### src/rtl/alu_mult_sequencer_pkg.sv
// Shared definitions for the EX-stage multiply sequencer: word width,
// the processor status flags and the sequencer state encoding.
package GENERAL_DEFS;

  localparam int WORD = 32;

  // Processor condition flags: negative, zero, carry, overflow.
  typedef struct packed {
    logic n;
    logic z;
    logic c;
    logic v;
  } status_register;

  typedef enum logic [1:0] {
    IDLE = 2'd0,
    RUN  = 2'd1,
    DONE = 2'd2
  } mult_state_t;

endpackage

### src/rtl/alu_mult_sequencer_radix_step.sv
// One RUN cycle of the iterative multiplier: BITS_PER_CYCLE shift-add steps
// applied back to back on the accumulator, multiplicand and multiplier.
module mult_radix_step #(
  parameter int WORD           = 32,
  parameter int BITS_PER_CYCLE = 1
) (
  input  logic [WORD-1:0] acc_i,
  input  logic [WORD-1:0] mcand_i,
  input  logic [WORD-1:0] mplier_i,
  output logic [WORD-1:0] acc_o,
  output logic [WORD-1:0] mcand_o,
  output logic [WORD-1:0] mplier_o
);

  // Chain the shift-add steps for one cycle.
  always_comb begin
    // NOTE: blocking assignments are intentional here: each loop iteration
    // must see the result of the previous one within the same cycle.
    acc_o    = acc_i;
    mcand_o  = mcand_i;
    mplier_o = mplier_i;
    for (int i = 0; i < BITS_PER_CYCLE; i++) begin
      if (mplier_o[0]) acc_o = acc_o + mcand_o;
      mcand_o  = mcand_o << 1;
      mplier_o = mplier_o >> 1;
    end
  end

endmodule

### src/rtl/alu_mult_sequencer.sv
// Multi-cycle multiply controller for the EX stage. Accepts a request, runs
// shift-add iterations while stalling the pipeline, then presents the low
// word of the product with destination register and N/Z flags for one cycle.
module alu_mult_sequencer
  import GENERAL_DEFS::*;
#(
  parameter int BITS_PER_CYCLE = 1,
  parameter bit EARLY_TERM     = 1'b1
) (
  input  logic            clk_i,
  input  logic            rst_n_i,
  input  logic            start_i,
  input  logic            flush_i,
  input  logic [WORD-1:0] op_a_i,
  input  logic [WORD-1:0] op_b_i,
  input  logic [3:0]      dest_reg_i,
  input  logic            set_flags_i,
  input  status_register  status_reg_i,
  output logic            stall_o,
  output logic            busy_o,
  output logic            result_valid_o,
  output logic [WORD-1:0] result_o,
  output logic [3:0]      dest_reg_o,
  output logic            flags_we_o,
  output status_register  status_reg_o
);

  localparam int STEPS = WORD / BITS_PER_CYCLE;
  localparam int CNT_W = $clog2(STEPS) + 1;
  localparam logic [CNT_W-1:0] LAST_COUNT = CNT_W'(STEPS - 1);

  mult_state_t      state_q, state_d;
  logic [WORD-1:0]  acc_q, mcand_q, mplier_q;
  logic [CNT_W-1:0] count_q;
  logic [3:0]       dest_cap_q;
  logic             set_flags_q, c_q, v_q;
  logic [WORD-1:0]  result_q;
  logic [3:0]       dest_q;
  status_register   status_q;

  logic [WORD-1:0]  acc_s, mcand_s, mplier_s;
  logic             accept, run_exit, run_step;

  mult_radix_step #(
    .WORD           (WORD),
    .BITS_PER_CYCLE (BITS_PER_CYCLE)
  ) u_step (
    .acc_i    (acc_q),
    .mcand_i  (mcand_q),
    .mplier_i (mplier_q),
    .acc_o    (acc_s),
    .mcand_o  (mcand_s),
    .mplier_o (mplier_s)
  );

  assign accept   = ((state_q == IDLE) || (state_q == DONE)) && start_i && !flush_i;
  assign run_step = (state_q == RUN) && !flush_i;
  assign run_exit = (count_q == LAST_COUNT) || (EARLY_TERM && (mplier_s == '0));

  // State register.
  always_ff @(posedge clk_i or negedge rst_n_i) begin
    // NOTE: sequential state uses non-blocking assignments so every flop
    // samples pre-edge values regardless of block ordering.
    if (!rst_n_i) state_q <= IDLE;
    else          state_q <= state_d;
  end

  // Next-state logic and status outputs of the FSM.
  always_comb begin
    // NOTE: every output gets a default first so no path infers a latch.
    state_d        = state_q;
    stall_o        = accept;
    busy_o         = 1'b0;
    result_valid_o = 1'b0;
    case (state_q)
      IDLE: if (accept) state_d = RUN;
      RUN: begin
        busy_o  = 1'b1;
        stall_o = 1'b1;
        if (flush_i)       state_d = IDLE;
        else if (run_exit) state_d = DONE;
      end
      DONE: begin
        // A flush in the completion cycle kills the pulse combinationally.
        result_valid_o = !flush_i;
        state_d        = accept ? RUN : IDLE;
      end
      default: state_d = IDLE;
    endcase
  end

  assign flags_we_o = result_valid_o && set_flags_q;

  // Operand capture on accept and per-cycle iteration while running.
  always_ff @(posedge clk_i or negedge rst_n_i) begin
    // NOTE: datapath registers are reset too, so outputs read zero during reset.
    if (!rst_n_i) begin
      acc_q       <= '0;
      mcand_q     <= '0;
      mplier_q    <= '0;
      count_q     <= '0;
      dest_cap_q  <= '0;
      set_flags_q <= 1'b0;
      c_q         <= 1'b0;
      v_q         <= 1'b0;
    end else if (accept) begin
      acc_q       <= '0;
      mcand_q     <= op_a_i;
      mplier_q    <= op_b_i;
      count_q     <= '0;
      dest_cap_q  <= dest_reg_i;
      set_flags_q <= set_flags_i;
      c_q         <= status_reg_i.c;
      v_q         <= status_reg_i.v;
    end else if (run_step) begin
      acc_q    <= acc_s;
      mcand_q  <= mcand_s;
      mplier_q <= mplier_s;
      count_q  <= count_q + CNT_W'(1);
    end
  end

  // Result registers: written only on the final RUN cycle, held otherwise.
  always_ff @(posedge clk_i or negedge rst_n_i) begin
    if (!rst_n_i) begin
      result_q <= '0;
      dest_q   <= '0;
      status_q <= '0;
    end else if (run_step && run_exit) begin
      result_q   <= acc_s;
      dest_q     <= dest_cap_q;
      status_q.n <= acc_s[WORD-1];
      status_q.z <= (acc_s == '0);
      status_q.c <= c_q;
      status_q.v <= v_q;
    end
  end

  assign result_o     = result_q;
  assign dest_reg_o   = dest_q;
  assign status_reg_o = status_q;

endmodule

### config.mk
export PLATFORM = sky130hd
export DESIGN_NAME = alu_mult_sequencer
export DESIGN_NICKNAME = d
export VERILOG_FILES = /design/src/rtl/alu_mult_sequencer_pkg.sv /design/src/rtl/alu_mult_sequencer_radix_step.sv /design/src/rtl/alu_mult_sequencer.sv
export SDC_FILE = /design/constraint.sdc
export NUM_CORES = 1
export LEC_CHECK = 0
export CORE_ASPECT_RATIO = 0.75
export CORE_MARGIN = 8
export CORE_UTILIZATION = 55
export CTS_CLUSTER_SIZE = 14
export DETAILED_ROUTE_END_ITERATION = 8
export PLACE_DENSITY = 0.8
export SYNTH_ARGS = -nofsm -noshare
export SYNTH_HDL_FRONTEND = slang
export SYNTH_HIERARCHICAL = 1
export SYNTH_SLANG_ARGS = --single-unit
### constraint.sdc
create_clock -name clk_i -period 9.45 [get_ports clk_i]
set_input_delay 0.945 -clock clk_i [delete_from_list [all_inputs] [get_ports clk_i]]
set_output_delay 0.945 -clock clk_i [all_outputs]
set_load 0.02 [all_outputs]
==> results.sh, run 1 <==
export IMPL_critPathKind="primary input to output port"
export IMPL_p_leak_nw=4.73
export IMPL_numCtsBuffers=17
export IMPL_n_fill_cell=1322
export IMPL_antenna_found_initial=0
export IMPL_p_seq_share_pct=30.7
export IMPL_critical_path_top_delay_family="simple AND/OR/NAND/NOR gates"
export IMPL_maxSlewViolCount=0
export IMPL_cp_end_kind="output port"
export IMPL_final_nets=1079
export IMPL_place_ws_ns=5.35
export IMPL_synthesis_area_mm2=0.00894
export IMPL_avgViaCountPerCell=5.84
export IMPL_min_period_over_period_pct=43.1
export IMPL_initial_core_util_pct=56.0
export IMPL_grt_pass1_vias=6945
export IMPL_cts_tree="built"
export IMPL_ys_types=67
export IMPL_layout_common_cells="dfrtp_1, nor2_1, nand2_1"
export IMPL_ys_seq_area_share_pct=42.0
export IMPL_cp_max_fo=101
export IMPL_hold_viol=0
export IMPL_worst_slack_ns=5.38
export IMPL_first_pass_iters=6
export IMPL_synth_edf_count=0
export IMPL_swShare_pct=39.2
export IMPL_power_density_mw_per_mm2=289
export IMPL_synthCells=944
export IMPL_hold_class="flip-flop to flip-flop"
export IMPL_cts_max_level=4
export IMPL_dpl_hpwl_um=14400
export IMPL_routabilityCongestion=0.903
export IMPL_ys_seq_elements=150
export IMPL_outcome="finished, final reports clean"
export IMPL_max_stage_delay_ns=0.63
export IMPL_grt_max_degree=102
export IMPL_num_rows=40
export IMPL_synth_top_area_share_pct=42.0
export IMPL_ir_drop_mv=0.122
export IMPL_cts_resized=0
export IMPL_layout_commonest_cell="dfrtp_1"
export IMPL_syn2layout_area_growth_pct=15.8
export IMPL_skew_ns=0.00971
export IMPL_layout_min_cycle_time_ns=4.07
export IMPL_synth_ff_type="dfrtp_1"
export IMPL_crit_path_cell_trace="clkdlybuf4s50_1 > nor2_1 > nand2_4 > nand2b_1 > clkdlybuf4s50_1"
export IMPL_regArea_mm2=0.00375
export IMPL_start_kind="primary input"
export IMPL_switchingPower_w=0.00117
export IMPL_fin_setup_tns_ns=0
export IMPL_synth_area_leader_cell="dfrtp_1"
export IMPL_ant_nets=0
export IMPL_grt_pass1_wl_um=35200
export IMPL_yosys_warnings=6
export IMPL_wl_per_cell_um=17.8
export IMPL_die_w_um=163
export IMPL_clockBufferDepth=2
export IMPL_diodes=0
export IMPL_setup_viol=0
export IMPL_rsz0062_at_grt="false"
export IMPL_crit_top_cell="clkdlybuf4s50_1"
export IMPL_crit_slowest_cell="clkdlybuf4s50_1"
export IMPL_cts_setup_buffers=0
export IMPL_portBuffers=118
export IMPL_fmax_mhz=246
export IMPL_path_buf_inv=2
export IMPL_drv_cap=0
export IMPL_routed_wl_um=21200
export IMPL_multiInputGateArea_mm2=0.00442
export IMPL_worstMarginPinSlew_ns=1.06
export IMPL_fp_dieArea_mm2=0.0206
export IMPL_power_frac_clock_pct=25.0
export IMPL_clk_pin_slew_ns=0.06
export IMPL_clockRootBuffer="clkbuf_16"
export IMPL_clkSinkCount=150
export IMPL_fp_coreArea_mm2=0.0160
export IMPL_worstPathArrival_ns=3.12
export IMPL_grtUsageTotal_pct=20.8
export IMPL_pwr_share_comb_pct=44.3
export IMPL_drt_iter0_drc=556
export IMPL_clock_latency_ns=0.42
export IMPL_cp_data_required_time_ns=8.51
export IMPL_synthArstFlopShare_pct=100
export IMPL_grt_ovfl_total=0
export IMPL_slew_headroom_pct=29.4
export IMPL_dieHeight_um=126
export IMPL_io_pin_count=121
export IMPL_hold_buffers=0
export IMPL_synthTopCellsByArea="dfrtp_1, mux2_4, buf_4, nand2_1, nor2_1"
export IMPL_drive_gt1_share_pct=11.4
export IMPL_drc=0
export IMPL_vias=6967
export IMPL_intPower_w=0.00182
export IMPL_syn_avg_cell_area_um2=9.47
## routing by layer
metal / up-vias / GRT usage [%] / part of all wire (%)
met5: - / 0 / 0
met4: 0 / 6.24 / 1.2
met3: 17 / 4.59 / 5.5
met2: 206 / 30.8 / 44
met1: 3397 / 29.7 / 49
li1: 3347 / - / -
## registers in the layout (all words and copies together), names as in the netlist, 3 cells and up
register      count
dest_reg_o        4
result_o         32
status_reg_o      3
mcand_q          32
dest_cap_q        4
acc_q            32
mplier_q         32
count_q           6
## per-stage QoR
stage	utilization [%]	hold slack (ns)	area (um2)	power, W	instances
2_1_floorplan	-	0.438	8940	0.00199	945
3_3_place_gp	60.8	0.458	9700	0.00219	1160
3_5_place_dp	60.8	0.463	9700	0.00222	1160
4_1_cts	64.9	0.478	10400	0.00299	1192
5_1_grt	64.9	0.492	10400	0.00320	1192
6_report	64.9	0.477	10400	0.00300	1192
## kinds of logic (layout without fill, tap and decap cells)
logic type,Yosys count,after routing,share of synthesized area (%)
AO/OA/AOI/OAI,212,212,15.7
XOR/XNOR,27,27,2.64
adder cells (fa/ha/maj),33,33,4.70
buffers and inverters,128,165,8.82
flip-flops,150,150,42.0
multiplexers,61,61,9.32
other,1,2,0.0419
AND/OR/NAND/NOR,332,332,16.8
## path summary, 6_finish.rpt
kind	start	end	slack, ns	cells after the start
worst max-delay path	flush_i	stall_o	5.38	5
worst min register to register	v_q	v_q	0.48	2
max in group asynchronous	rst_n_i	mplier_q[12]	7.55	2
worst min-delay path	v_q	v_q	0.48	2
min in group asynchronous	rst_n_i	mcand_q[18]	0.59	1
worst max register to register	acc_q[0]	status_reg_o[2]	5.44	13
## worst min-delay path: stages, from the launching register on
cell	delay, ns
dfrtp_1	0.34
nand2_1	0.05
nand2_1	0.05
## power groups by stage
stage | combinational [W] | sequential [W] | clock, W
floorplan | 0.00112 | 0.000871 | 0
global placement | 0.00127 | 0.000919 | 0
detailed placement | 0.00130 | 0.000923 | 0
CTS | 0.00131 | 0.000917 | 0.000759
global route | 0.00147 | 0.000940 | 0.000785
finish | 0.00133 | 0.000918 | 0.000750
## layout make-up
class	instances	area share (%)
timing repair buffer	124	11.9
multi-input combinational	667	42.7
clock buffer	20	4.51
inverter	9	0.326
sequential	150	36.3
clock inverter	12	1.81
tap	210	2.54
## cell usage after synthesis (all sizes together), types with 3 or more instances
cell,number
a211oi,4
a21o,7
a21oi,45
a22o,33
a22oi,3
a31oi,36
and2,3
and3,8
buf,90
clkbuf,29
dfrtp,150
ha,32
inv,9
mux2,61
nand2,120
nand2b,6
nand3,8
nand3b,3
nand4,14
nor2,122
nor2b,9
nor3,6
nor4,16
o21ai,26
o21bai,4
o22ai,31
o31ai,3
xnor2,15
xor2,12
(Power assumes the default switching activity.)
==> inputs of run 2 (changes only) <==
Clock period 9.45 ns to 3.84 ns, I/O delays scaled along.
==> run 2 against run 1 <==
Net effect: the run now ends with hold timing left; clock-buffer cell count is 2 higher; sequential power up 140%; worst setup slack got worse by 5.2 ns; clock power up 130%; register-to-register slack worse by 5.3 ns; die area is the same; final area up 0.27%; global-route usage up 0.36 points; critical path depth grew 8; core utilization increased by 0.17 points.
==> results.sh, run 2 (synthesis results as in run 1) <==
export IMPL_outcome="finished with violations"
export IMPL_violations="hold timing"
export IMPL_wl_met2_um=9360
export IMPL_clockBufferDepth=2
export IMPL_crit_slowest_cell="or4b_1"
export IMPL_r2r_start="acc_q[0]"
export IMPL_layout_min_cycle_time_ns=3.67
export IMPL_crit_start="acc_q[0]"
export IMPL_die_w_um=163
export IMPL_portBuffers=118
export IMPL_antenna_found_initial=1
export IMPL_swShare_pct=39.1
export IMPL_cp_max_fo=3
export IMPL_cts_max_level=4
export IMPL_start_kind="flip-flop"
export IMPL_syn2layout_area_growth_pct=16.1
export IMPL_critPathKind="flip-flop to flip-flop"
export IMPL_p_seq_share_pct=30.7
export IMPL_initial_core_util_pct=56.0
export IMPL_drt_iter0_drc=524
export IMPL_setup_viol=0
export IMPL_rr_endpoint="status_reg_o[2]"
export IMPL_clockRootBuffer="clkbuf_16"
export IMPL_pwr_share_comb_pct=45.5
export IMPL_grt_pass1_vias=7051
export IMPL_dieHeight_um=126
export IMPL_worstMarginPinSlew_ns=1.11
export IMPL_first_pass_iters=5
export IMPL_grt_max_degree=74
export IMPL_num_rows=40
export IMPL_skew_ns=0.00730
export IMPL_fmax_mhz=273
export IMPL_p_leak_nw=4.76
export IMPL_power_density_mw_per_mm2=702
export IMPL_ir_drop_mv=0.354
export IMPL_grt_pass1_wl_um=35600
export IMPL_drive_gt1_share_pct=12.0
export IMPL_cp_end_kind="flip-flop"
export IMPL_placed_cells=1168
export IMPL_clk_pin_slew_ns=0.06
export IMPL_layoutNonFillerInstCount=1200
export IMPL_routed_wl_um=21200
export IMPL_io_pin_count=121
export IMPL_cp_data_required_time_ns=4.20
export IMPL_wl_per_cell_um=17.7
export IMPL_fin_setup_tns_ns=0
export IMPL_grt_ovfl_total=0
export IMPL_final_nets=1087
export IMPL_hold_class="primary input to asynchronous set/reset pin"
export IMPL_diodes=0
export IMPL_place_area_mm2=0.00976
export IMPL_hold_ws_ns=-0.00631
export IMPL_vias=6997
export IMPL_layout_common_cells="dfrtp_1, nor2_1, nand2_1"
export IMPL_fp_dieArea_mm2=0.0206
export IMPL_switchingPower_w=0.00285
export IMPL_fp_coreArea_mm2=0.0160
export IMPL_crit_end="status_reg_o[2]"
export IMPL_dpl_hpwl_um=14800
export IMPL_max_stage_delay_ns=0.55
export IMPL_power_frac_clock_pct=23.8
export IMPL_grtUsageTotal_pct=21.1
export IMPL_hold_viol=14
export IMPL_cts_tree="built"
export IMPL_maxSlewViolCount=0
export IMPL_reg2reg_slack_ns=0.17
export IMPL_drc=0
export IMPL_slew_headroom_pct=25.7
export IMPL_ant_nets=0
export IMPL_drv_cap=0
export IMPL_crit_path_cell_trace="ha_1 > fa_1 > a21oi_1 > nand4b_1 > a21oi_1 > o211ai_1 > nand3_1 > and3_1 > or4b_1 > nor4_1 > nand4_1 > nor2_1 > mux2_4"
export IMPL_wl_met1_um=10400
export IMPL_totalPowerFinal_w=0.00728
export IMPL_intPower_w=0.00444
export IMPL_dr_max_layer_used="met5"
export IMPL_clkSinkCount=150
export IMPL_worstPathArrival_ns=4.03
export IMPL_r2r_worst_path_cells=13
export IMPL_avgViaCountPerCell=5.83
export IMPL_clock_latency_ns=0.43
export IMPL_n_fill_cell=1336
export IMPL_numCtsBuffers=17
export IMPL_rsz0062_at_grt="false"
export IMPL_cts_setup_buffers=0
export IMPL_routabilityCongestion=0.912
export IMPL_wl_met3_um=1120
export IMPL_layout_commonest_cell="dfrtp_1"
export IMPL_fin_area_mm2=0.0104
export IMPL_crit_top_cell="a21oi_1"
export IMPL_min_period_over_period_pct=95.6
-- run 2: timing repair --
action                     4_1_cts  5_1_grt
hold buffers                     0        0
setup endpoints to repair        0        1
gates resized for setup          0        1
hold endpoints to repair         0        0
-- run 2: layer usage --
layer	vias up	global-route usage, %
li1	3379	-
met1	3382	30.3
met2	209	31.2
met3	25	4.33
met4	2	7.05
met5	-	0
-- run 2: cell type report --
type	instances	area, um2	area share, %
sequential	150	3750	36.2
multi-input combinational	667	4430	42.6
tap	210	263	2.53
clock inverter	10	143	1.37
timing repair buffer	132	1290	12.4
inverter	9	33.8	0.325
clock buffer	22	474	4.57
-- run 2: power groups by stage --
stage	Combinational, W	Clock (W)	Sequential (W)
after floorplan	0.00276	0	0.00214
after detailed placement	0.00324	0	0.00225
final	0.00331	0.00174	0.00223
after global routing	0.00366	0.00183	0.00228
after CTS	0.00328	0.00176	0.00223
after global placement	0.00318	0	0.00224
-- run 2: critical path, delay by kind of cell (launching register included) --
kind | cells | cell delay [ns]
AOI/OAI and AO/OA | 3 | 0.68
adders and majority gates | 2 | 0.65
DFF | 1 | 0.39
muxes | 1 | 0.14
and+or+nand+nor | 7 | 1.74
-- run 2: worst min-delay path by stage --
stage,end,cells after the start,startpoint
final,acc_q[20],1,rst_n_i
after global routing,mcand_q[19],1,rst_n_i
after CTS,mcand_q[19],1,rst_n_i
after detailed placement,mcand_q[18],1,rst_n_i
after global placement,mcand_q[19],1,rst_n_i
after floorplan,acc_q[0],0,rst_n_i
-- run 2: metrics by stage --
step                      utilization [%]  worst slack (ns)
after floorplan                         -             0.794
after global placement               61.1             0.206
after detailed placement             61.1             0.177
after CTS                            65.0             0.160
after global routing                 65.0           0.00182
final                                65.0             0.170
==> inputs of run 3 (changes only) <==
Settings changed: CTS_CLUSTER_SIZE 14 to 12, SETUP_SLACK_MARGIN from default to 0.5.
==> run 3 against run 2 <==
Net effect: critical endpoint unchanged; sequential power is 2% higher; clock skew hardly changed; via count rose by 1.6%; worst hold slack hardly changed; the run still ends with hold timing left; register-to-register slack improved by 0.44 ns; global-route usage about the same; maximum frequency increased by 14%; non-clock buffer count grew 7; cell count rose by 0.58%; first-iteration DRC count increased by 1.3%; die area unchanged; clock-buffer cell count stayed put.
==> results.sh, run 3 (synthesis results as in run 1) <==
export IMPL_reg2reg_slack_ns=0.62
export IMPL_syn2layout_area_growth_pct=19.4
export IMPL_layoutNonFillerInstCount=1207
export IMPL_critical_path_top_delay_family="simple AND/OR/NAND/NOR gates"
export IMPL_grt_busiest_layer="met2"
export IMPL_antenna_found_initial=1
export IMPL_hold_class="primary input to asynchronous set/reset pin"
export IMPL_final_nets=1094
export IMPL_crit_slowest_cell="or4b_4"
export IMPL_crit_top_cell="a21oi_2"
export IMPL_place_area_mm2=0.00976
export IMPL_n_fill_cell=1294
export IMPL_dpl_hpwl_um=14800
export IMPL_clock_latency_ns=0.43
export IMPL_avgViaCountPerCell=5.89
export IMPL_grt_use_met1_pct=30.4
export IMPL_grt_pass1_wl_um=35700
export IMPL_fmax_mhz=310
export IMPL_outcome="finished with violations"
export IMPL_grt_pass1_vias=7075
export IMPL_cp_data_required_time_ns=4.20
export IMPL_drv_cap=0
export IMPL_fin_area_mm2=0.0107
export IMPL_drt_iter0_drc=531
export IMPL_ir_drop_mv=0.361
export IMPL_cts_max_level=4
export IMPL_cts_tree="built"
export IMPL_clkSinkCount=150
export IMPL_power_density_mw_per_mm2=722
export IMPL_first_pass_iters=6
export IMPL_diodes=0
export IMPL_hold_buffers=0
export IMPL_clockRootBuffer="clkbuf_16"
export IMPL_crit_path_cell_trace="ha_4 > fa_2 > a21oi_2 > nand4b_1 > a21oi_2 > o211ai_1 > buf_4 > nand3_1 > and3_1 > or4b_4 > nor4_4 > nand4_1 > nor2_1 > mux2_4"
export IMPL_portBuffers=118
export IMPL_met2_usage_pct=31.4
export IMPL_clockBufferDepth=2
export IMPL_grt_max_degree=74
export IMPL_layout_min_cycle_time_ns=3.22
export IMPL_wl_per_cell_um=18.1
export IMPL_p_leak_nw=4.81
export IMPL_max_stage_delay_ns=0.51
export IMPL_violations="hold timing"
export IMPL_numCtsBuffers=17
export IMPL_setup_viol=0
export IMPL_min_period_over_period_pct=84.0
export IMPL_maxSlewViolCount=0
export IMPL_grt_ovfl_total=0
export IMPL_path_buf_inv=1
export IMPL_cp_max_fo=3
export IMPL_critPathKind="flip-flop to flip-flop"
export IMPL_initial_core_util_pct=56.0
export IMPL_io_pin_count=121
export IMPL_die_w_um=163
export IMPL_dieHeight_um=126
export IMPL_layout_commonest_cell="dfrtp_1"
export IMPL_fp_coreArea_mm2=0.0160
export IMPL_drive_gt1_share_pct=15.6
export IMPL_grtUsageTotal_pct=21.2
export IMPL_fp_dieArea_mm2=0.0206
export IMPL_routed_wl_um=21900
export IMPL_fin_setup_tns_ns=0
export IMPL_num_rows=40
export IMPL_ant_nets=0
export IMPL_worstPathArrival_ns=3.59
export IMPL_clk_pin_slew_ns=0.06
export IMPL_rsz0062_at_grt="false"
export IMPL_routabilityCongestion=0.912
export IMPL_slew_headroom_pct=26.2
export IMPL_final_util_pct=66.9
export IMPL_drc=0
export IMPL_hold_viol=12
export IMPL_start_kind="flip-flop"
export IMPL_grt_util_met3_pct=4.10
export IMPL_layout_common_cells="dfrtp_1, nor2_1, nand2_1"
export IMPL_vias=7112
export IMPL_cp_end_kind="flip-flop"
export IMPL_worstMarginPinSlew_ns=1.10
export IMPL_hold_ws_ns=-0.00659
export IMPL_placed_cells=1168
export IMPL_skew_ns=0.00755
## run 3: layout make-up
cell class	count	area (um2)	share of cell area, %
clock buffers	22	474	4.44
inverters	9	33.8	0.316
clock inverters	10	143	1.34
well taps	210	263	2.46
repair buffers	139	1340	12.5
flip-flops and latches	150	3750	35.1
multi-input cells	667	4670	43.7
## run 3: per-stage QoR
stage          power (W)  worst slack [ns]
2_1_floorplan    0.00491             0.794
3_3_place_gp     0.00541             0.206
3_5_place_dp     0.00549             0.177
4_1_cts          0.00736             0.501
5_1_grt          0.00818             0.477
6_report         0.00771             0.615
## run 3: final timing paths
path                                from               to  depth (start not counted)
setup / recovery                acc_q[0]  status_reg_o[2]                         14
hold / removal                   rst_n_i        acc_q[20]                          1
setup reg to reg                acc_q[0]  status_reg_o[2]                         14
hold reg to reg            dest_cap_q[1]    dest_cap_q[1]                          2
max in group asynchronous        rst_n_i         acc_q[5]                          2
min in group clk_i         dest_cap_q[1]    dest_cap_q[1]                          2
## run 3: report_power, final
group | total, W | switching (W) | internal, W
logic | 0.00369 | 0.00203 | 0.00166
registers | 0.00228 | 0.000351 | 0.00192
clock network | 0.00174 | 0.000662 | 0.00108
## run 3: worst register-to-register path, delay by kind of cell (launching register included)
| family | cells | cell delay (ns) |
|---|---|---|
| AND/OR/NAND/NOR | 7 | 1.50 |
| multiplexers | 1 | 0.14 |
| AO/OA/AOI/OAI | 3 | 0.41 |
| adder cells (fa/ha/maj) | 2 | 0.55 |
| buffers and inverters | 1 | 0.16 |
| flip-flops | 1 | 0.42 |
## run 3: per-layer routing
layer,up-vias,share of wire (%)
li1,3394,-
met1,3458,48
met2,224,45
met3,34,5.6
met4,2,1.8
met5,-,0.046
## run 3: repair_timing
item / CTS / global route
buffers inserted: 1 / 6
pin swaps: 3 / 9
resized for setup: 11 / 35
endpoints found under the setup margin: 1 / 1
